$ cat src/rtl/vga_text_pkg.sv
// Shared constants and types for the text-mode VGA scanout path.
package vga_text_pkg;

  // Sum of the four segments of a raster line or frame.
  function automatic int seg_total(input int vis, input int front, input int sync, input int back);
    return vis + front + sync + back;
  endfunction

  // Totals and counter widths for the default 640x480 timing.
  localparam int H_TOTAL = seg_total(640, 16, 96, 48);
  localparam int V_TOTAL = seg_total(480, 10, 2, 33);
  localparam int H_CNT_W = $clog2(H_TOTAL);
  localparam int V_CNT_W = $clog2(V_TOTAL);

  // Text buffer word layout: [7:0] character, [11:8] page.
  localparam int TEXT_W   = 12;
  localparam int ADDR_W   = 12;
  localparam int CHAR_LSB = 0;
  localparam int CHAR_W   = 8;
  localparam int PAGE_LSB = 8;
  localparam int PAGE_W   = 4;

  // Cycles from counter state to font ROM pixel.
  localparam int SCAN_LAT = 3;

  // Raw raster flags; sync flags are "inside the sync window", not levels.
  typedef struct packed {
    logic hsync;
    logic vsync;
    logic active;
    logic first;
  } raster_t;

endpackage

$ cat src/rtl/vga_timing.sv
// Horizontal/vertical raster counters with raw sync, active and first-pixel flags.
module vga_timing
  import vga_text_pkg::*;
#(
  parameter int H_VISIBLE = 640,
  parameter int H_FRONT   = 16,
  parameter int H_SYNC    = 96,
  parameter int H_BACK    = 48,
  parameter int V_VISIBLE = 480,
  parameter int V_FRONT   = 10,
  parameter int V_SYNC    = 2,
  parameter int V_BACK    = 33,
  parameter int HW        = $clog2(seg_total(H_VISIBLE, H_FRONT, H_SYNC, H_BACK)),
  parameter int VW        = $clog2(seg_total(V_VISIBLE, V_FRONT, V_SYNC, V_BACK))
) (
  input  logic          clk,
  input  logic          rst_n,
  input  logic          en,
  output logic [HW-1:0] h,
  output logic [VW-1:0] v,
  output logic          line_end,
  output logic          frame_end,
  output raster_t       raw
);

  localparam int HT = seg_total(H_VISIBLE, H_FRONT, H_SYNC, H_BACK);
  localparam int VT = seg_total(V_VISIBLE, V_FRONT, V_SYNC, V_BACK);

  assign line_end  = (h == HW'(HT - 1));
  assign frame_end = line_end && (v == VW'(VT - 1));

  // Raw flags decoded straight from the current counter values.
  always_comb begin
    raw.hsync  = (h >= HW'(H_VISIBLE + H_FRONT)) && (h < HW'(H_VISIBLE + H_FRONT + H_SYNC));
    raw.vsync  = (v >= VW'(V_VISIBLE + V_FRONT)) && (v < VW'(V_VISIBLE + V_FRONT + V_SYNC));
    raw.active = (h < HW'(H_VISIBLE)) && (v < VW'(V_VISIBLE));
    raw.first  = (h == '0) && (v == '0);
  end

  // Advance h every enabled cycle; v steps at line end and both wrap together at frame end.
  always_ff @(posedge clk or negedge rst_n) begin
    if (!rst_n) begin
      h <= '0;
      v <= '0;
    end else if (en) begin
      if (line_end) begin
        h <= '0;
        v <= frame_end ? '0 : v + VW'(1);
      end else begin
        h <= h + HW'(1);
      end
    end
  end

endmodule

$ cat src/rtl/vga_text_scanout.sv
// Text-mode scanout: raster timing, multiplier-free cell addressing and
// alignment of glyph position and sync/blank with the font ROM pixel.
module vga_text_scanout
  import vga_text_pkg::*;
#(
  parameter int   H_VISIBLE = 640,
  parameter int   H_FRONT   = 16,
  parameter int   H_SYNC    = 96,
  parameter int   H_BACK    = 48,
  parameter int   V_VISIBLE = 480,
  parameter int   V_FRONT   = 10,
  parameter int   V_SYNC    = 2,
  parameter int   V_BACK    = 33,
  parameter logic SYNC_POL  = 1'b0,
  parameter int   FONT_W    = 8,
  parameter int   FONT_H    = 16,
  parameter int   COLS      = 80,
  parameter int   ROWS      = 30
) (
  input  logic                      clk,
  input  logic                      rst_n,
  input  logic                      en,
  output logic [ADDR_W-1:0]         text_addr,
  output logic                      text_re,
  input  logic [TEXT_W-1:0]         text_data,
  output logic                      font_en,
  output logic [CHAR_W-1:0]         font_char,
  output logic [PAGE_W-1:0]         font_page,
  output logic [$clog2(FONT_W)-1:0] font_horiz,
  output logic [$clog2(FONT_H)-1:0] font_vert,
  output logic                      hsync,
  output logic                      vsync,
  output logic                      blank_n,
  output logic                      frame_start
);

  localparam int HT  = seg_total(H_VISIBLE, H_FRONT, H_SYNC, H_BACK);
  localparam int VT  = seg_total(V_VISIBLE, V_FRONT, V_SYNC, V_BACK);
  localparam int HW  = $clog2(HT);
  localparam int VW  = $clog2(VT);
  localparam int FWB = $clog2(FONT_W);
  localparam int FHB = $clog2(FONT_H);
  // Flag stages ahead of the output registers.
  localparam int DLY = SCAN_LAT - 1;

  // The grid must tile the visible area exactly with power-of-two glyphs.
  if ((COLS * FONT_W != H_VISIBLE) || (ROWS * FONT_H != V_VISIBLE) ||
      ((1 << FWB) != FONT_W) || ((1 << FHB) != FONT_H)) begin : g_bad_geometry
    $error("vga_text_scanout: inconsistent text grid geometry");
  end

  logic [HW-1:0]     h;
  logic [VW-1:0]     v;
  logic [VW-1:0]     v_next;
  logic              line_end;
  logic              frame_end;
  raster_t           raw;
  logic [ADDR_W-1:0] row_base;
  logic [FWB-1:0]    horiz_p1;
  logic [FHB-1:0]    vert_p1;
  raster_t           ras_pipe [DLY];

  vga_timing #(
    .H_VISIBLE (H_VISIBLE),
    .H_FRONT   (H_FRONT),
    .H_SYNC    (H_SYNC),
    .H_BACK    (H_BACK),
    .V_VISIBLE (V_VISIBLE),
    .V_FRONT   (V_FRONT),
    .V_SYNC    (V_SYNC),
    .V_BACK    (V_BACK),
    .HW        (HW),
    .VW        (VW)
  ) u_timing (
    .clk       (clk),
    .rst_n     (rst_n),
    .en        (en),
    .h         (h),
    .v         (v),
    .line_end  (line_end),
    .frame_end (frame_end),
    .raw       (raw)
  );

  assign v_next    = v + VW'(1);
  assign text_re   = en;
  assign font_en   = en;
  assign font_char = text_data[CHAR_LSB +: CHAR_W];
  assign font_page = text_data[PAGE_LSB +: PAGE_W];

  // Row base steps by COLS when the next line starts a new visible glyph row.
  always_ff @(posedge clk or negedge rst_n) begin
    if (!rst_n) begin
      row_base <= '0;
    end else if (en && line_end) begin
      if (frame_end) begin
        row_base <= '0;
      end else if ((v_next[FHB-1:0] == '0) && (v_next < VW'(V_VISIBLE))) begin
        row_base <= row_base + ADDR_W'(COLS);
      end
    end
  end

  // Stage T -> T+1: cell address; it holds its last value outside the active area.
  always_ff @(posedge clk or negedge rst_n) begin
    if (!rst_n) begin
      text_addr <= '0;
    end else if (en && raw.active) begin
      text_addr <= row_base + ADDR_W'(h[HW-1:FWB]);
    end
  end

  // Stage T -> T+1 -> T+2: glyph position meets the returning buffer word.
  always_ff @(posedge clk or negedge rst_n) begin
    if (!rst_n) begin
      horiz_p1   <= '0;
      vert_p1    <= '0;
      font_horiz <= '0;
      font_vert  <= '0;
    end else if (en) begin
      horiz_p1   <= h[FWB-1:0];
      vert_p1    <= v[FHB-1:0];
      font_horiz <= horiz_p1;
      font_vert  <= vert_p1;
    end
  end

  // Stages T+1..T+2: raw raster flags travel alongside the fetch.
  always_ff @(posedge clk or negedge rst_n) begin
    if (!rst_n) begin
      for (int i = 0; i < DLY; i++) ras_pipe[i] <= '0;
    end else if (en) begin
      ras_pipe[0] <= raw;
      for (int i = 1; i < DLY; i++) ras_pipe[i] <= ras_pipe[i-1];
    end
  end

  // Stage T+3: registered sync levels and blanking aligned with the font pixel.
  always_ff @(posedge clk or negedge rst_n) begin
    if (!rst_n) begin
      hsync       <= ~SYNC_POL;
      vsync       <= ~SYNC_POL;
      blank_n     <= 1'b0;
      frame_start <= 1'b0;
    end else if (en) begin
      hsync       <= ras_pipe[DLY-1].hsync ? SYNC_POL : ~SYNC_POL;
      vsync       <= ras_pipe[DLY-1].vsync ? SYNC_POL : ~SYNC_POL;
      blank_n     <= ras_pipe[DLY-1].active;
      frame_start <= ras_pipe[DLY-1].first;
    end
  end

endmodule

$ cat config.mk
export PLATFORM = sky130hd
export DESIGN_NAME = vga_text_scanout
export DESIGN_NICKNAME = d
export VERILOG_FILES = /design/src/rtl/vga_text_pkg.sv /design/src/rtl/vga_timing.sv /design/src/rtl/vga_text_scanout.sv
export SDC_FILE = /design/constraint.sdc
export NUM_CORES = 1
export LEC_CHECK = 0
export ABC_AREA = 1
export CORE_ASPECT_RATIO = 2
export CORE_UTILIZATION = 28
export CTS_BUF_LIST = sky130_fd_sc_hd__clkbuf_16
export DETAILED_ROUTE_END_ITERATION = 8
export PLACE_DENSITY = 0.46
export SKIP_LAST_GASP = 1
export SYNTH_ARGS = -nofsm -noshare
export SYNTH_HDL_FRONTEND = slang
export SYNTH_SLANG_ARGS = --single-unit
$ cat constraint.sdc
create_clock -name clk -period 3 [get_ports clk]
set_input_delay 0.6 -clock clk [delete_from_list [all_inputs] [get_ports clk]]
set_output_delay 0.6 -clock clk [all_outputs]
set_load 0.1 [all_outputs]
== Word-level counts from Yosys, hierarchy flattened ==
Index checks and enable logic that the tools add are counted.
W data, S select, Z words.

* Register bits after elaboration: 70
* Latch bits: 0
* Memory bits (writable): 0
* Bits in read-only memories: 0
* Input bits: 15
* Output and inout bits: 37
* Word-level logic and storage cells: 53
* Memories: 0

* Add/sub/neg operators: 4
* Multiply operators: 0
* Divide/modulo/power cells: 0
* $lt $le $gt $ge: 7
* Eq/ne operators: 2
* Shift operators: 0
* Multiplexer cells: 6
* Bitwise operators: 0
* Reductions and logical operators: 14

{| class="wikitable"
|+ Operators by type and width
! kind !! count
|-
| $lt A10 B9 Y1 const B || 3
|-
| $mux W12 || 2
|-
| $add A10 B1 Y10 const B || 2
|-
| $eq A10 B10 Y1 const B || 2
|-
| $logic_not A10 Y1 || 2
|-
| $lt A10 B10 Y1 const B || 2
|-
| $mux W10 || 2
|-
| $add A12 B7 Y12 || 1
|-
| $add A12 B7 Y12 const B || 1
|-
| $ge A10 B10 Y1 const B || 1
|-
| $ge A10 B9 Y1 const B || 1
|-
| $logic_and A1 B1 Y1 || 8
|-
| $logic_not A4 Y1 || 1
|-
| $reduce_and A2 Y1 || 2
|-
| $mux W1 || 2
|-
| $reduce_bool A2 Y1 || 1
|}

== Depth between registers and ports, before layout ==
* Depth in word-level cells: 5
* Depth in mapped cells: 11
* Depth with buffers taken out: 11

== Cells and area by module ==
Synthesis repeated with hierarchy kept, for this count alone.

* Cell total of the unflattened synthesis: 471
* Area, all modules: 3634.7 µm²

{| class="wikitable"
|+ Modules (own cells, without submodules)
! module !! times used !! cells each !! area an instance (µm²) !! sequential area each (µm²)
|-
| vga_text_scanout || 1 || 284 || 2244.7 || 1153.6
|-
| vga_timing || 1 || 187 || 1390.1 || 500.5
|}

== Least setup slack after synthesis ==
No wires, ideal clock.

* Kind: register to register
* Start point: register u_timing.v[0]
* End point: register row_base[8]
* Setup time: 117 ps
* Data arrival time: 1583 ps
* Required time: 2883 ps
* Setup slack: 1301 ps
* Cell stages (with the launch flop): 12
* Path buffers: 1
* Period minus slack after synthesis: 1699 ps
* Cell sequence: dfrtp_1 inv_1 ha_1 inv_1 nor2_1 nand3_1 or2_1 buf_6 nand2_4 nand2_4 nand2_1 nand2_1

* Longest elaborated chain between the ends: 5
* Elaborated cells on any way between the ends: 9
* Those cells by class: add/sub (1); order compare (1); eq/ne (1); mux (1); reduce/logical (5)

{| class="wikitable"
|+ RTL lines
! item !! RTL line !! text
|-
| start, declared || vga_timing.sv:20 || <nowiki>output logic [VW-1:0] v,</nowiki>
|-
| start signal, assigned || vga_timing.sv:48 || <nowiki>v <= frame_end ? '0 : v + VW'(1);</nowiki>
|-
| $add A10 B1 Y10 || vga_text_scanout.sv:85 || <nowiki>assign v_next = v + VW'(1);</nowiki>
|-
| $lt A10 B9 Y1 / $logic_not A4 Y1 (equally long branches) || vga_text_scanout.sv:98 || <nowiki>end else if ((v_next[FHB-1:0] == '0) && (v_next < VW'(V_VISIBLE))) begin</nowiki>
|-
| $logic_and A1 B1 Y1 || vga_text_scanout.sv:98 ||
|-
| $reduce_bool A2 Y1 (no source line) || -- ||
|-
| $reduce_and A2 Y1 (no source line) || -- ||
|-
| end signal, assigned || vga_text_scanout.sv:99 || <nowiki>row_base <= row_base + ADDR_W'(COLS);</nowiki>
|-
| end, declared || vga_text_scanout.sv:58 || <nowiki>logic [ADDR_W-1:0] row_base;</nowiki>
|}

Parallel ways exist; a longest one is shown, timed or not.
A chain may end at the register's enable or synchronous reset.

== Worst setup path after layout ==
* Start point: input port en
* End point: output port font_en

{| class="wikitable"
|+ RTL lines
! item !! RTL line !! text
|-
| start, declared || vga_text_scanout.sv:22 || <nowiki>input logic en,</nowiki>
|-
| end, declared || vga_text_scanout.sv:26 || <nowiki>output logic font_en,</nowiki>
|}

No word-level cell between the ends.

==> results.md <==
* Post-synth top area share at about 45%
* Ys flop type: dfrtp_1
* Clock sinks at 66
* Synth top area cells: dfrtp_1 45%, nand2_1 14%, inv_1 3.9%
* Req. time, crit path at ~2400 ps
* Die Ht at 162 µm
* Cells after Synth at between 400 and 500
* Slowest stage delay, CP at between 400 and 500 ps
* Cells along the critical path: clkdlybuf4s50_1 > buf_4 > buf_12
* Final worst setup slack at 806 ps
* Global Route met2 Usage at 26.4%
* Seq pwr share at between 30% and 40%
* WL/cell at approximately 14 µm
* Max FO, Critical Path at 24
* Pre-CTS setup slack at 561 ps
* Cell Area, Synth at ~0.0036 mm²
* Cts-stage hold buffer count at 0
* Max Freq at about 460 MHz
* Area of the multi-input gates at ~0.0016 mm²
* Total gr overflow at 0
* Worst-Margin Slew at 528 ps
* Slew Viols, Final at 0
* Die footprint at 0.0132 mm²
* Chip width at 81.9 µm
* Clock Root Buffer: clkbuf_16
* Final setup vio count at 0
* Sw Share at approximately 37%
* TritonRoute pass-1 iters at 6
* Layout cells sized above 1 at 16.4%
* Number of global-route vias before repair at slightly below 3,000
* Layout Nets at roughly 470
* First-pass GRT wire length at ~14 mm
* Dpl cells at between 500 and 600
* Clock transition at the registers of the reported paths at roughly 60 ps
* CTS max path bufs at 2
* Tmin final at between 2000 and 2500 ps
* CP Launch Type: primary input
* Gate power share at 24.2%
* Mapped Nets at around 450
* Post_cts resized at 0
* Type of the worst setup path: in2out
* Setup bufs post-CTS at 0
* Int Pwr at 1.79 mW
* Power Density at approximately 680 mW/mm²
* CTS Buf Count at 9
* Worst-skew pair later-pin latency at between 300 and 400 ps
* Critical path arrival at roughly 1600 ps
* Core area at 0.0125 mm²
* Count leader, synth: nand2_1
* Worst r2r src: u_timing.v[0]
* VDD IR-drop max at ~0.3 mV
* RD Place Congestion at just over 0.8
* Worst setup startpoint: en
* Routed Antenna Nets at 0
* Vias per std cell at between 4 and 5
* Synth Register Bits at 66
* Detailed Place HPWL at roughly 6.2 mm
* RSZ-0062 raised after global routing: false
* Fin. Hold Viols at 0
* Met3 GRT Util at around 2.4%
* Crit. End Element: primary output
* Async SR Flop Fraction at between 90% and 100%
* Violation count after the first detailed-route iteration at 188
* Fin Clk Skew at 5.48 ps
* Worst Hold Class: in2async
* Fin cells at roughly 600
* Setup crit end: font_en
* Status: complete, no violations
* Drc violations at 0
* Synth warn at 0
* Slowest-stage cell, CP: clkdlybuf4s50_1
* Clk pwr share at approximately 37%
* Period utilisation layout at about three quarters
* Unique masters post-synth at 41
* Syn avg cell area at approximately 8.4 µm²
* Grt peak-use layer: met2
* GRT met1 Usage at about 15%
* Largest net degree at the start of global routing at 67
* Total Neg Setup Slack at 0 ps
* R2R cell count at 10
* Io pins at 52
* Number of synthesized flops with an enable pin at 0
* Leading area contributor after synthesis: dfrtp_1
* Sequential Area at between 0.0015 and 0.002 mm²
* Reg2reg end: row_base[8]
* Leakage at 2.12 nW
* Max-Cap Viols at 0
* FP Rows at 58
* Synthesis-to-layout area growth at 16.8%
* Synth cell count leaders: 135 x nand2_1, 64 x dfrtp_1, 37 x inv_1, 24 x nor2_1, 23 x o21ai_0
* Routed vias at between 2,000 and 3,000
* Filler cell count at 1,362
* Flop2flop setup slack at 950 ps
* GRT Overall Usage at approximately 15%
* Switching power at between 1 and 1.5 mW
* CTS tree: built
* H-tree levels at 3
* Seq/Total Area, Yosys at a little under half
* Max transition margin at roughly 65%
* Initial antenna violation count at 0
* Antenna Cells at 0
* Final wirelength at approximately 8.4 mm
* Initial core utilization at 28.6%
* IO Port Bufs at 27
## power groups by stage
stage / clock network [mW] / registers, mW / logic [mW]
floorplan: 0 / 1.38 / 0.319
global placement: 0 / 1.11 / 0.687
detailed placement: 0 / 1.11 / 0.693
CTS: 1.08 / 1.10 / 0.696
global route: 1.11 / 1.12 / 0.743
finish: 1.05 / 1.10 / 0.684
## cell families (layout without fill, tap and decap cells)
group	Yosys count	after routing	share of synthesized area (%)
and+or+nand+nor	217	217	28.8
buffers and inverters	65	90	8.75
AOI/OAI and AO/OA	50	50	8.05
DFF	66	66	46.3
other	1	1	0.105
adders and majority gates	11	11	3.85
xor gates and xnor gates	17	17	4.17
## critical path, delay by kind of cell
kind,cells,cell delay (ps)
buf+inv,3,980
## layer usage
layer	share of wire [%]	vias up
li1	-	1394
met1	38	1357
met2	57	31
met3	2.1	17
met4	3.6	0
met5	0	-
## registers in the layout, indices dropped and copies added (netlist names), 3 cells and up
register and flops:
text_addr 12, font_horiz 3, vert_p1 4, u_timing.v 10, ras_pipe 8, horiz_p1 3
font_vert 4, u_timing.h 10, row_base 8
## how the worst min path moves through the flow
| stage | slack (ps) | to | cells after the start | from |
|---|---|---|---|---|
| after floorplan | 300 | blank_n | 0 | rst_n |
| after global placement | 420 | vsync | 1 | ras_pipe[2] |
| after detailed placement | 440 | vsync | 1 | ras_pipe[2] |
| after CTS | 290 | font_vert[1] | 2 | rst_n |
| after global routing | 290 | font_vert[1] | 2 | rst_n |
| final | 250 | font_vert[1] | 2 | rst_n |
## metrics by stage
stage	utilization (%)	cell area, µm²	total power [mW]	hold slack (ps)
floorplan	-	3570	1.70	304
finish	33.4	4170	2.83	251
detailed placement	31.1	3880	1.81	441
CTS	33.4	4170	2.87	287
global placement	31.1	3880	1.80	416
global route	33.4	4170	2.97	292
## cell type report
cell class | count | share of cell area (%)
tap | 150 | 4.50
sequential | 66 | 39.6
clock inverter | 7 | 1.65
inverter | 43 | 3.87
clock buffer | 9 | 5.40
timing repair buffer | 31 | 6.47
multi-input combinational | 296 | 38.5
## cell usage in the layout (no fill, tap or decap), types with 2 or more instances in the layout
cell and instances:
nor3_1 4, o22ai_1 5, clkbuf_16 9, nand4_1 9, o41ai_1 2, and3_1 2
clkinv_2 2, nor2_1 24, buf_4 26, nand2_1 135, nand3_2 2, xor2_1 14
o21ai_0 23, dfrtp_1 64, a21oi_1 6, nand2_2 3, ha_1 11, a211oi_1 3
nor2_2 3, dfstp_2 2, nand2_4 3, nand3_1 22, inv_1 37, buf_12 3
nor2_8 2, inv_2 5, o21ai_1 6, clkinv_1 2, xnor2_1 3, nor2_4 3
Note: power is estimated with default switching activity, not from simulation.
